--- src/rtl/if_id_buffer.sv ---
// IF/ID decoupling FIFO: holds {instr, pc} pairs from fetch and presents them in order to decode,
// tagging each entry with an instruction-fetch exception flag computed when the pair is accepted.
module if_id_buffer #(
  parameter int          DEPTH    = 2,
  parameter logic [31:0] IM_BASE  = 32'h0000_3000,
  parameter int          IM_BYTES = 4096
) (
  input  logic                       clk,
  input  logic                       reset,
  input  logic                       flush,
  input  logic                       in_valid,
  output logic                       in_ready,
  input  logic [31:0]                in_instr,
  input  logic [31:0]                in_pc,
  output logic                       out_valid,
  input  logic                       out_ready,
  output logic [31:0]                out_instr,
  output logic [31:0]                out_pc,
  output logic [31:0]                out_pc8,
  output logic                       out_exc,
  output logic [$clog2(DEPTH+1)-1:0] count
);

  localparam int CW = $clog2(DEPTH + 1);
  localparam int PW = $clog2(DEPTH);
  localparam logic [CW-1:0] FULL_C = CW'(DEPTH);
  // 33-bit bounds so IM_BASE + IM_BYTES never wraps
  localparam logic [32:0] IM_LO = {1'b0, IM_BASE};
  localparam logic [32:0] IM_HI = {1'b0, IM_BASE} + 33'(IM_BYTES);

  logic [CW-1:0] r_count;
  logic [PW-1:0] r_rd_ptr;
  logic [PW-1:0] r_wr_ptr;

  logic [31:0] r_instr_mem [DEPTH];
  logic [31:0] r_pc_mem    [DEPTH];
  logic        r_exc_mem   [DEPTH];

  logic        w_push;
  logic        w_pop;
  logic        w_wr_en;
  logic        w_not_empty;
  logic        w_in_exc;
  logic [32:0] w_pc_ext;
  logic [31:0] w_head_instr;
  logic [31:0] w_head_pc;
  logic        w_head_exc;

  assign w_not_empty = (r_count != '0);
  assign in_ready    = (r_count < FULL_C);
  assign out_valid   = w_not_empty;
  assign count       = r_count;

  assign w_push  = in_valid & in_ready;
  assign w_pop   = w_not_empty & out_ready;
  // Flush and reset discard any transfer offered in the same cycle
  assign w_wr_en = w_push & reset & ~flush;

  assign w_pc_ext = {1'b0, in_pc};
  assign w_in_exc = (in_pc[1:0] != 2'b00) | (w_pc_ext < IM_LO) | (w_pc_ext >= IM_HI);

  // Storage carries no reset; only the pointers and count define what is held
  generate
    for (genvar gi = 0; gi < DEPTH; gi++) begin : g_entry
      always_ff @(posedge clk) begin
        if (w_wr_en && (r_wr_ptr == PW'(gi))) begin
          r_instr_mem[gi] <= w_in_exc ? 32'h0 : in_instr;
          r_pc_mem[gi]    <= in_pc;
          r_exc_mem[gi]   <= w_in_exc;
        end
      end
    end
  endgenerate

  always_ff @(posedge clk) begin
    if (!reset) begin
      r_count  <= '0;
      r_rd_ptr <= '0;
      r_wr_ptr <= '0;
    end else if (flush) begin
      r_count  <= '0;
      r_rd_ptr <= '0;
      r_wr_ptr <= '0;
    end else begin
      if (w_push) r_wr_ptr <= r_wr_ptr + PW'(1);
      if (w_pop)  r_rd_ptr <= r_rd_ptr + PW'(1);
      case ({w_push, w_pop})
        2'b10:   r_count <= r_count + CW'(1);
        2'b01:   r_count <= r_count - CW'(1);
        default: r_count <= r_count;
      endcase
    end
  end

  assign w_head_instr = r_instr_mem[r_rd_ptr];
  assign w_head_pc    = r_pc_mem[r_rd_ptr];
  assign w_head_exc   = r_exc_mem[r_rd_ptr];

  // Outputs read as zero whenever nothing is held
  assign out_instr = (w_not_empty && !w_head_exc) ? w_head_instr : 32'h0;
  assign out_pc    = w_not_empty ? w_head_pc : 32'h0;
  assign out_pc8   = w_not_empty ? (w_head_pc + 32'd8) : 32'h0;
  assign out_exc   = w_not_empty & w_head_exc;

endmodule

--- config.mk ---
export PLATFORM = sky130hd
export DESIGN_NAME = if_id_buffer
export DESIGN_NICKNAME = d
export VERILOG_FILES = /design/src/rtl/if_id_buffer.sv
export SDC_FILE = /design/constraint.sdc
export NUM_CORES = 1
export LEC_CHECK = 0
export ABC_AREA = 1
export BUFFER_PORTS_ARGS = -buffer_cell sky130_fd_sc_hd__buf_2
export CAP_MARGIN = 20
export CORE_MARGIN = 5
export CORE_UTILIZATION = 45
export DETAILED_ROUTE_END_ITERATION = 8
export GPL_ROUTABILITY_DRIVEN = 0
export GPL_TIMING_DRIVEN = 0
export PLACE_DENSITY = 0.69
export SLEW_MARGIN = 20
export SYNTH_ARGS = -nofsm -noshare
export SYNTH_HDL_FRONTEND = slang
export SYNTH_SLANG_ARGS = --single-unit
--- constraint.sdc ---
create_clock -name clk -period 16.9 [get_ports clk]
set_clock_uncertainty 0.1 [all_clocks]
set_input_delay 0 -clock clk [delete_from_list [all_inputs] [get_ports clk]]
set_output_delay 0 -clock clk [all_outputs]
set_load 0.005 [all_outputs]
==> results of run 1 <==
==> final timing paths <==
path | from | to | depth (start not counted)
setup reg to reg | count[1] | r_pc_mem[1][26] | 7
hold reg to reg | r_wr_ptr | r_wr_ptr | 2
hold / removal | in_pc[3] | r_pc_mem[0][3] | 2
setup / recovery | register | out_pc8[15] | 13
==> state kept, by name, indices dropped and copies added, names as in the netlist, named ones only <==
register	cells
count	2
r_exc_mem	2
r_instr_mem	64
r_pc_mem	64
r_rd_ptr	1
r_wr_ptr	1
==> repair_timing <==
action,CTS,global route
endpoints found under the setup margin,0,0
hold endpoints to repair,135,0
hold buffers,70,0
==> synthesized netlist by cell type (3+ instances only) <==
library cell,number
nor4_1,3
buf_6,11
nand2_2,22
buf_2,4
nor3_1,5
a21oi_1,24
o21ai_1,7
clkbuf_1,11
buf_4,3
inv_1,114
nand3_1,20
nand2_1,201
o21ai_0,12
a21oi_2,30
nor2_1,103
nor2_4,5
nand4_1,8
edfxtp_1,130
nor2_2,9
dfxtp_1,5
==> area by class of cell <==
cell class / count / area (um2) / area share [%]
flip-flops and latches: 135 / 4000 / 42.8
multi-input cells: 460 / 2190 / 23.4
repair buffers: 249 / 1650 / 17.7
clock buffers: 20 / 437 / 4.66
inverters: 115 / 432 / 4.61
well taps: 188 / 235 / 2.51
plain buffers: 31 / 231 / 2.47
clock inverters: 12 / 179 / 1.91
==> where the power goes <==
part / internal [uW] / switching [uW] / leakage (uW) / total (uW)
Sequential: 370 / 1.38 / 0.00122 / 372
Clock: 247 / 135 / 0.000290 / 382
Combinational: 34.7 / 41.9 / 0.00271 / 76.7
==> kinds of logic after synthesis <==
family	after synthesis	share of synthesized area, %
AND/OR/NAND/NOR	382	23.9
buffers and inverters	146	9.68
flip-flops	135	58.5
AO/OA/AOI/OAI	75	7.22
adder cells (fa/ha/maj)	2	0.365
multiplexers	1	0.329
==> per-layer routing <==
layer  vias to the layer above  GRT usage, %  share of wire, %
met1                      2540          23.1                42
met2                       179          33.8                50
li1                       2902             -                 -
met3                        35          4.15               5.7
met5                         -             0                 0
met4                         0          8.06               2.6
==> through the flow <==
step                std cells  area (um2)  utilization, %
floorplan                 741        6850               -
global placement         1098        7930            52.5
detailed placement       1108        8050            53.3
CTS                      1210        9370            62.1
global route             1210        9370            62.1
finish                   1210        9370            62.1
==> impl_metrics.toml, run 1 <==
[outcome]
status = "finished clean"

[final_layout]
final_common_cell = "nand2_1"
area.growth.synth_to_final_pct = 36.8
mostFrequentLayoutCells = "nand2_1 (201), buf_2 (173), edfxtp_1 (130)"
nNetsFinal = 1080
fillers = 1247
n_antenna_cell = 0
drive_gt1_share_pct = 29.6

[die]
coreArea_um2 = 15100
num_io_pins = 170
row_count = 45
initial_utilization_pct = 45.4
die_width_um = 133
die-area_um2 = 17800
die_h_um = 133

[grt]
grt_start_max_net_pins = 27
antenna_found_initial = 0
grt_overflow = 0
grtUsageTotal_pct = 19.3
first_global_vias = 5740
grt_pass1_wl_um = 27500

[synth]
synth-edff-count = 130
synthArstFlopShare_pct = 0
yosysTopAreaCell = "edfxtp_1"
syn-mean-instance-area_um2 = 9.24
synth_warnings = 0
synth_top_cells_by_area = "edfxtp_1 (57%), nand2_1 (11%), inv_1 (6.2%), nor2_1 (5.6%), a21oi_2 (3.8%)"
synth_top_cell_area_share_pct = 57.0
ys.flop_type = "edfxtp_1"
synth_seq_cells = 135
synth.distinct_cells = 31
syn-num-nets = 812
ys_seq_area_share_pct = 58.5
syn_area_um2 = 6850
syn_inst = 741

[cts]
h-tree-depth = 4
clock_latency_ps = 400
clockBufferDepth = 2
clk_pin_slew_ps = 60
cts_root_buffer = "clkbuf_16"
numCtsBuffers = 17
cts_sinks = 135
cts_tree = "yes"
cts-resized-gates = 0
post_cts_buffers = 0

[timing]
whs_ps = 213
max_freq_ghz = 0.395
fin_tns_setup_ps = 0
final_max_slew_viol_count = 0
hold_viol = 0
timing.final.crit_period_ps = 2530
rsz0062_at_grt = "false"
tightest_slew_ps = 691
slew_headroom_pct = 53.8
period_share_pct = 15.0
finalSetupViolCount = 0
layout_setup_ws_ps = 14370

[detailed_routing]
postRouteAntennaNets = 0
via_count = 5656
dr.pass1.iters = 5
routed_wl_um = 16800
vias_per_cell = 4.67
drc_errors = 0
wire_per_inst_um = 13.9
drtIter0Drc = 255

[place]
dp_hpwl_um = 12100
port_buffers = 169
dp_slack_ps = 14630

[setup_path]
crit_chain = "buf_6 > o21ai_1 > inv_1 > ha_1 > nand2_1 > nor2_2 > nand2_2 > nor2_4 > buf_6 > o21ai_0 > o21ai_1 > inv_1 > buf_2"
path_class = "reg -> out"
cp-end-kind = "output port"
crit_family = "buffers and inverters"
startpoint_type = "register"
slowest_stage = "dfxtp_1"
critPathBufInv = 5
r2r_slack_ps = 14590
arrival_ps = 2430
critical_path_required_ps = 16800
critPathMaxFanout = 10
slowest_delay_ps = 350

[job]
drv_cap = 0

[power_and_ir_drop]
p_total_uw = 830
ir_worst_vdd_v = 0.0000522
p_per_area_nw_per_um2 = 88.7
p_leak_uw = 0.00422

[hold_path]
hold_class = "in -> reg"
Note: power is estimated with default switching activity, not from simulation.
==> inputs of run 2 (changes only) <==
PLACE_DENSITY = 0.72   (was 0.69)
clock period = 2.3 ns   (was 16.9 ns; I/O delays follow)
==> impl_metrics.toml, run 2 (synthesized netlist as in run 1, its figures left out) <==
[final_layout]
drive_gt1_share_pct = 37.3
n_antenna_cell = 0
area.growth.synth_to_final_pct = 46.0
nNetsFinal = 1099
final_area_um2 = 10000
final_common_cell = "nand2_1"
reg_top3 = "r_instr_mem (64), r_pc_mem (64)"
mostFrequentLayoutCells = "nand2_1 (178), buf_2 (171), edfxtp_1 (130)"

[die]
die_width_um = 133
initial_utilization_pct = 45.4
die_h_um = 133
die-area_um2 = 17800
num_io_pins = 170
coreArea_um2 = 15100
row_count = 45

[job]
drv_cap = 0

[place]
dp_hpwl_um = 11800
place_area_um2 = 8080
port_buffers = 169

[grt]
antenna_found_initial = 0
grt_pass1_wl_um = 27700
grt_overflow = 0
grt_start_max_net_pins = 26
first_global_vias = 5561
grtUsageTotal_pct = 19.6

[timing]
timing.final.crit_period_ps = 2350
final_max_slew_viol_count = 0
finalSetupViolCount = 2
layout_setup_ws_ps = -45.1
slew_headroom_pct = 52.4
tightest_slew_ps = 711
hold_viol = 0
rsz0062_at_grt = "true"
max_freq_ghz = 0.426
period_share_pct = 102

[setup_path]
path_class = "reg -> out"
crit_chain = "inv_2 > buf_6 > buf_12 > buf_12 > nand2_4 > nand2_4 > nor2_4 > buf_6 > nand2_2 > nor2_4 > nand4_1 > nand2_1 > inv_1 > buf_2"
reg2regPathDepth = 5
critPathMaxFanout = 5
slowest_delay_ps = 360
cp-end-kind = "output port"
r2r-start = "count[1]"
setup.worst_path.end = "out_pc8[27]"
critical_path_required_ps = 2200
reg2reg_to = "r_pc_mem[1][19]"
startpoint_type = "register"
slowest_stage = "dfxtp_4"
arrival_ps = 2250
r2r_slack_ps = 300

[cts]
cts_sinks = 135
cts_tree = "yes"
clock_latency_ps = 410
h-tree-depth = 4
numCtsBuffers = 17
clockBufferDepth = 2
clk_pin_slew_ps = 60
cts_root_buffer = "clkbuf_16"

[detailed_routing]
wire_per_inst_um = 14.7
postRouteAntennaNets = 0
dr.pass1.iters = 4
drc_errors = 0
routed_wl_um = 18000
vias_per_cell = 4.69
via_count = 5768
drtIter0Drc = 192

[outcome]
violations = "negative setup slack"
status = "complete, but fails checks"

[power_and_ir_drop]
ir_worst_vdd_v = 0.000431
p_total_uw = 6170
p_per_area_nw_per_um2 = 617
p_leak_uw = 0.00448

[hold_path]
hold_class = "in -> reg"
-- run 2: critical path, delay by kind of cell (launching register included) --
| family | cells | cell delay, ps |
|---|---|---|
| buffers and inverters | 7 | 740 |
| DFF | 1 | 360 |
| and+or+nand+nor | 7 | 740 |
-- run 2: worst min path at each step --
stage | startpoint | to | slack, ps | depth (start not counted)
after floorplan | in_pc[0] | r_pc_mem[0][0] | -1 | 0
after global placement | in_pc[8] | r_pc_mem[0][8] | 90 | 1
after detailed placement | in_pc[4] | r_pc_mem[0][4] | 90 | 1
after CTS | flush | count[1] | 2 | 4
after global routing | flush | r_rd_ptr | 70 | 4
final | flush | r_rd_ptr | 20 | 4
-- run 2: layout make-up --
type / count / area [um2]
Timing Repair Buffer: 268 / 1880
Buffer: 31 / 303
Multi-Input combinational cell: 460 / 2530
Inverter: 115 / 432
Fill cell: 1160 / 5090
Clock inverter: 13 / 180
Clock buffer: 19 / 433
Sequential cell: 135 / 4010
Tap cell: 188 / 235
-- run 2: metrics by stage --
stage / hold slack [ps] / util, % / instances / TNS, ps / worst slack [ps]
floorplan: -1.13 / - / 741 / -20070 / -309
global placement: 89.9 / 52.7 / 1098 / -95240 / -1170
detailed placement: 92.5 / 53.5 / 1104 / 0 / 43.6
CTS: 1.84 / 63.2 / 1215 / -1.01 / -1.01
global route: 65.4 / 66.3 / 1229 / -1960 / -143
finish: 24.1 / 66.3 / 1229 / -52.3 / -45.1
-- run 2: layer usage --
metal / up-vias / track usage (%) / part of all wire (%)
li1: 2940 / - / -
met2: 201 / 35.4 / 52
met4: 0 / 5.54 / 1.4
met5: - / 0 / 0
met1: 2605 / 23.5 / 40
met3: 22 / 4.68 / 6.4
-- run 2: what timing repair did --
item,in CTS,in global routing
cloned,1,1
hold buffers,69,0
setup endpoints to repair,72,65
buffers inserted,9,13
pin swaps,6,30
endpoints found under the hold margin,139,0
gates resized for setup,23,98
-- run 2: report_power, final --
part / total [uW] / leakage, uW / internal, uW / switching, uW
clock network: 2800 / 0.000293 / 1810 / 991
logic: 636 / 0.00297 / 293 / 343
registers: 2730 / 0.00122 / 2720 / 12.7
total: 6170 / 0.00448 / 4820 / 1350
==> inputs of run 3 (changes only) <==
CORE_MARGIN = not set   (was 5)
CTS_CLUSTER_SIZE = 40   (was not set)
HOLD_SLACK_MARGIN = 0.15   (was not set)
==> impl_metrics.toml, run 3 (synthesized netlist as in run 1, its figures left out) <==
[outcome]
status = "complete, but fails checks"
violations = "design-rule violations"

[die]
num_io_pins = 170
row_count = 44
die-area_um2 = 15700
coreArea_um2 = 14700
die_width_um = 125
initial_utilization_pct = 46.6
die_h_um = 125

[power_and_ir_drop]
ir_worst_vdd_v = 0.000515
intPower_uw = 4610
seqPwrFrac_pct = 45.8
pwr-share-comb_pct = 10.3
p_clk_share_pct = 43.9
p_total_uw = 5970
p_leak_uw = 0.00439
p_per_area_nw_per_um2 = 610
switching_share_pct = 22.8
switchingPower_uw = 1360

[timing]
final_max_slew_viol_count = 0
timing.final.crit_period_ps = 2270
layout_setup_ws_ps = 28.1
max_freq_ghz = 0.440
hold_viol = 0
whs_ps = 219
rsz0062_at_grt = "true"
tightest_slew_ps = 700
finalSetupViolCount = 0
slew_headroom_pct = 53.3
period_share_pct = 98.8

[final_layout]
multiInputGateArea_um2 = 2440
drive_gt1_share_pct = 35.8
final_core_util_pct = 66.6
mostFrequentLayoutCells = "nand2_1 (180), buf_2 (170), edfxtp_1 (130)"
reg_top3 = "r_instr_mem (64), r_pc_mem (64)"
fillers = 1166
area.growth.synth_to_final_pct = 43.0
nNetsFinal = 1096
seq_area_um2 = 4010
final_common_cell = "nand2_1"

[place]
port_buffers = 169
dp_slack_ps = 53.1
dp_hpwl_um = 11400

[setup_path]
critPathMaxFanout = 10
arrival_ps = 2170
startpoint_type = "register"
cp-end-kind = "output port"
critical_path_required_ps = 2200
path_class = "reg -> out"

[cts]
clk_pin_slew_ps = 60
cts_tree = "yes"
h-tree-depth = 4
numCtsBuffers = 17
cts_sinks = 135
clock_latency_ps = 400
clockBufferDepth = 2
cts_root_buffer = "clkbuf_16"

[grt]
grt_start_max_net_pins = 25
first_global_vias = 5581
grt_overflow = 0
antenna_found_initial = 1
grt_pass1_wl_um = 27100
grtUsageTotal_pct = 22.3

[detailed_routing]
vias_per_cell = 4.76
drtIter0Drc = 299
drc_errors = 15
routed_wl_um = 17200
wire_per_inst_um = 14.1
postRouteAntennaNets = 0
via_count = 5822
dr.pass1.iters = 7

[job]
drv_cap = 0

[hold_path]
hold_class = "in -> reg"
## run 3: changes by cell type in the layout (fill, tap and decap cells not counted), sizes merged
cell and delta:
diode +1, inv +4, clkinvlp +1, bufinv -2, dlygate4sd3 +2, buf -8, clkbuf +2, clkinv -2
## run 3: path summary, 6_finish.rpt
| kind | start | to | slack (ps) | depth (start not counted) |
|---|---|---|---|---|
| max | register | out_pc8[19] | 30 | 13 |
| min | in_pc[4] | r_pc_mem[1][4] | 220 | 2 |
| min reg2reg | r_rd_ptr | r_rd_ptr | 410 | 2 |
| max reg2reg | count[0] | register | 350 | 6 |
## run 3: power by group through the flow
stage	clock, uW	combinational, uW	sequential, uW
after global placement	0	450	2780
after detailed placement	0	467	2780
after global routing	2770	675	2740
final	2620	616	2730
after floorplan	0	258	2780
after CTS	2660	572	2730
## run 3: worst max-delay path: stages (launching register included)
cell	delay [ps]
dfxtp_2	340
inv_2	40
buf_6	130
buf_12	120
buf_6	140
nand2_2	80
nand2_4	80
nor2_4	190
inv_2	80
nor3_2	110
nand2_1	120
o21ai_2	160
inv_1	50
buf_2	120
## run 3: routing by layer
layer | track usage [%] | share of wire (%) | up-vias
met5 | 0 | 0 | -
met4 | 6.31 | 1.1 | 0
met3 | 4.36 | 5.0 | 16
met2 | 41.2 | 52 | 189
met1 | 26.2 | 41 | 2679
li1 | - | - | 2938
## run 3: what timing repair did
item                       in CTS  in global routing
buffers inserted                8                  9
cloned                          1                  1
setup endpoints to repair      70                 83
pin swaps                       3                 30
resized for setup              15                 81
hold endpoints to repair      171                  0
hold buffers                   71                  0
## run 3: metrics by stage
stage | instances | setup TNS, ps | area [um2]
floorplan | 741 | -20070 | 6880
global placement | 1094 | -96810 | 7950
detailed placement | 1100 | 0 | 8050
CTS | 1212 | 0 | 9470
global route | 1223 | -1090 | 9790
finish | 1223 | 0 | 9790
## run 3: final cells by class
cell class | instances | share of cell area [%]
Clock inverter | 14 | 1.53
Tap cell | 184 | 2.35
Multi-Input combinational cell | 460 | 24.9
Timing Repair Buffer | 265 | 18.7
Buffer | 31 | 2.80
Antenna cell | 1 | 0.0256
Clock buffer | 18 | 4.38
Inverter | 115 | 4.41
Sequential cell | 135 | 40.9
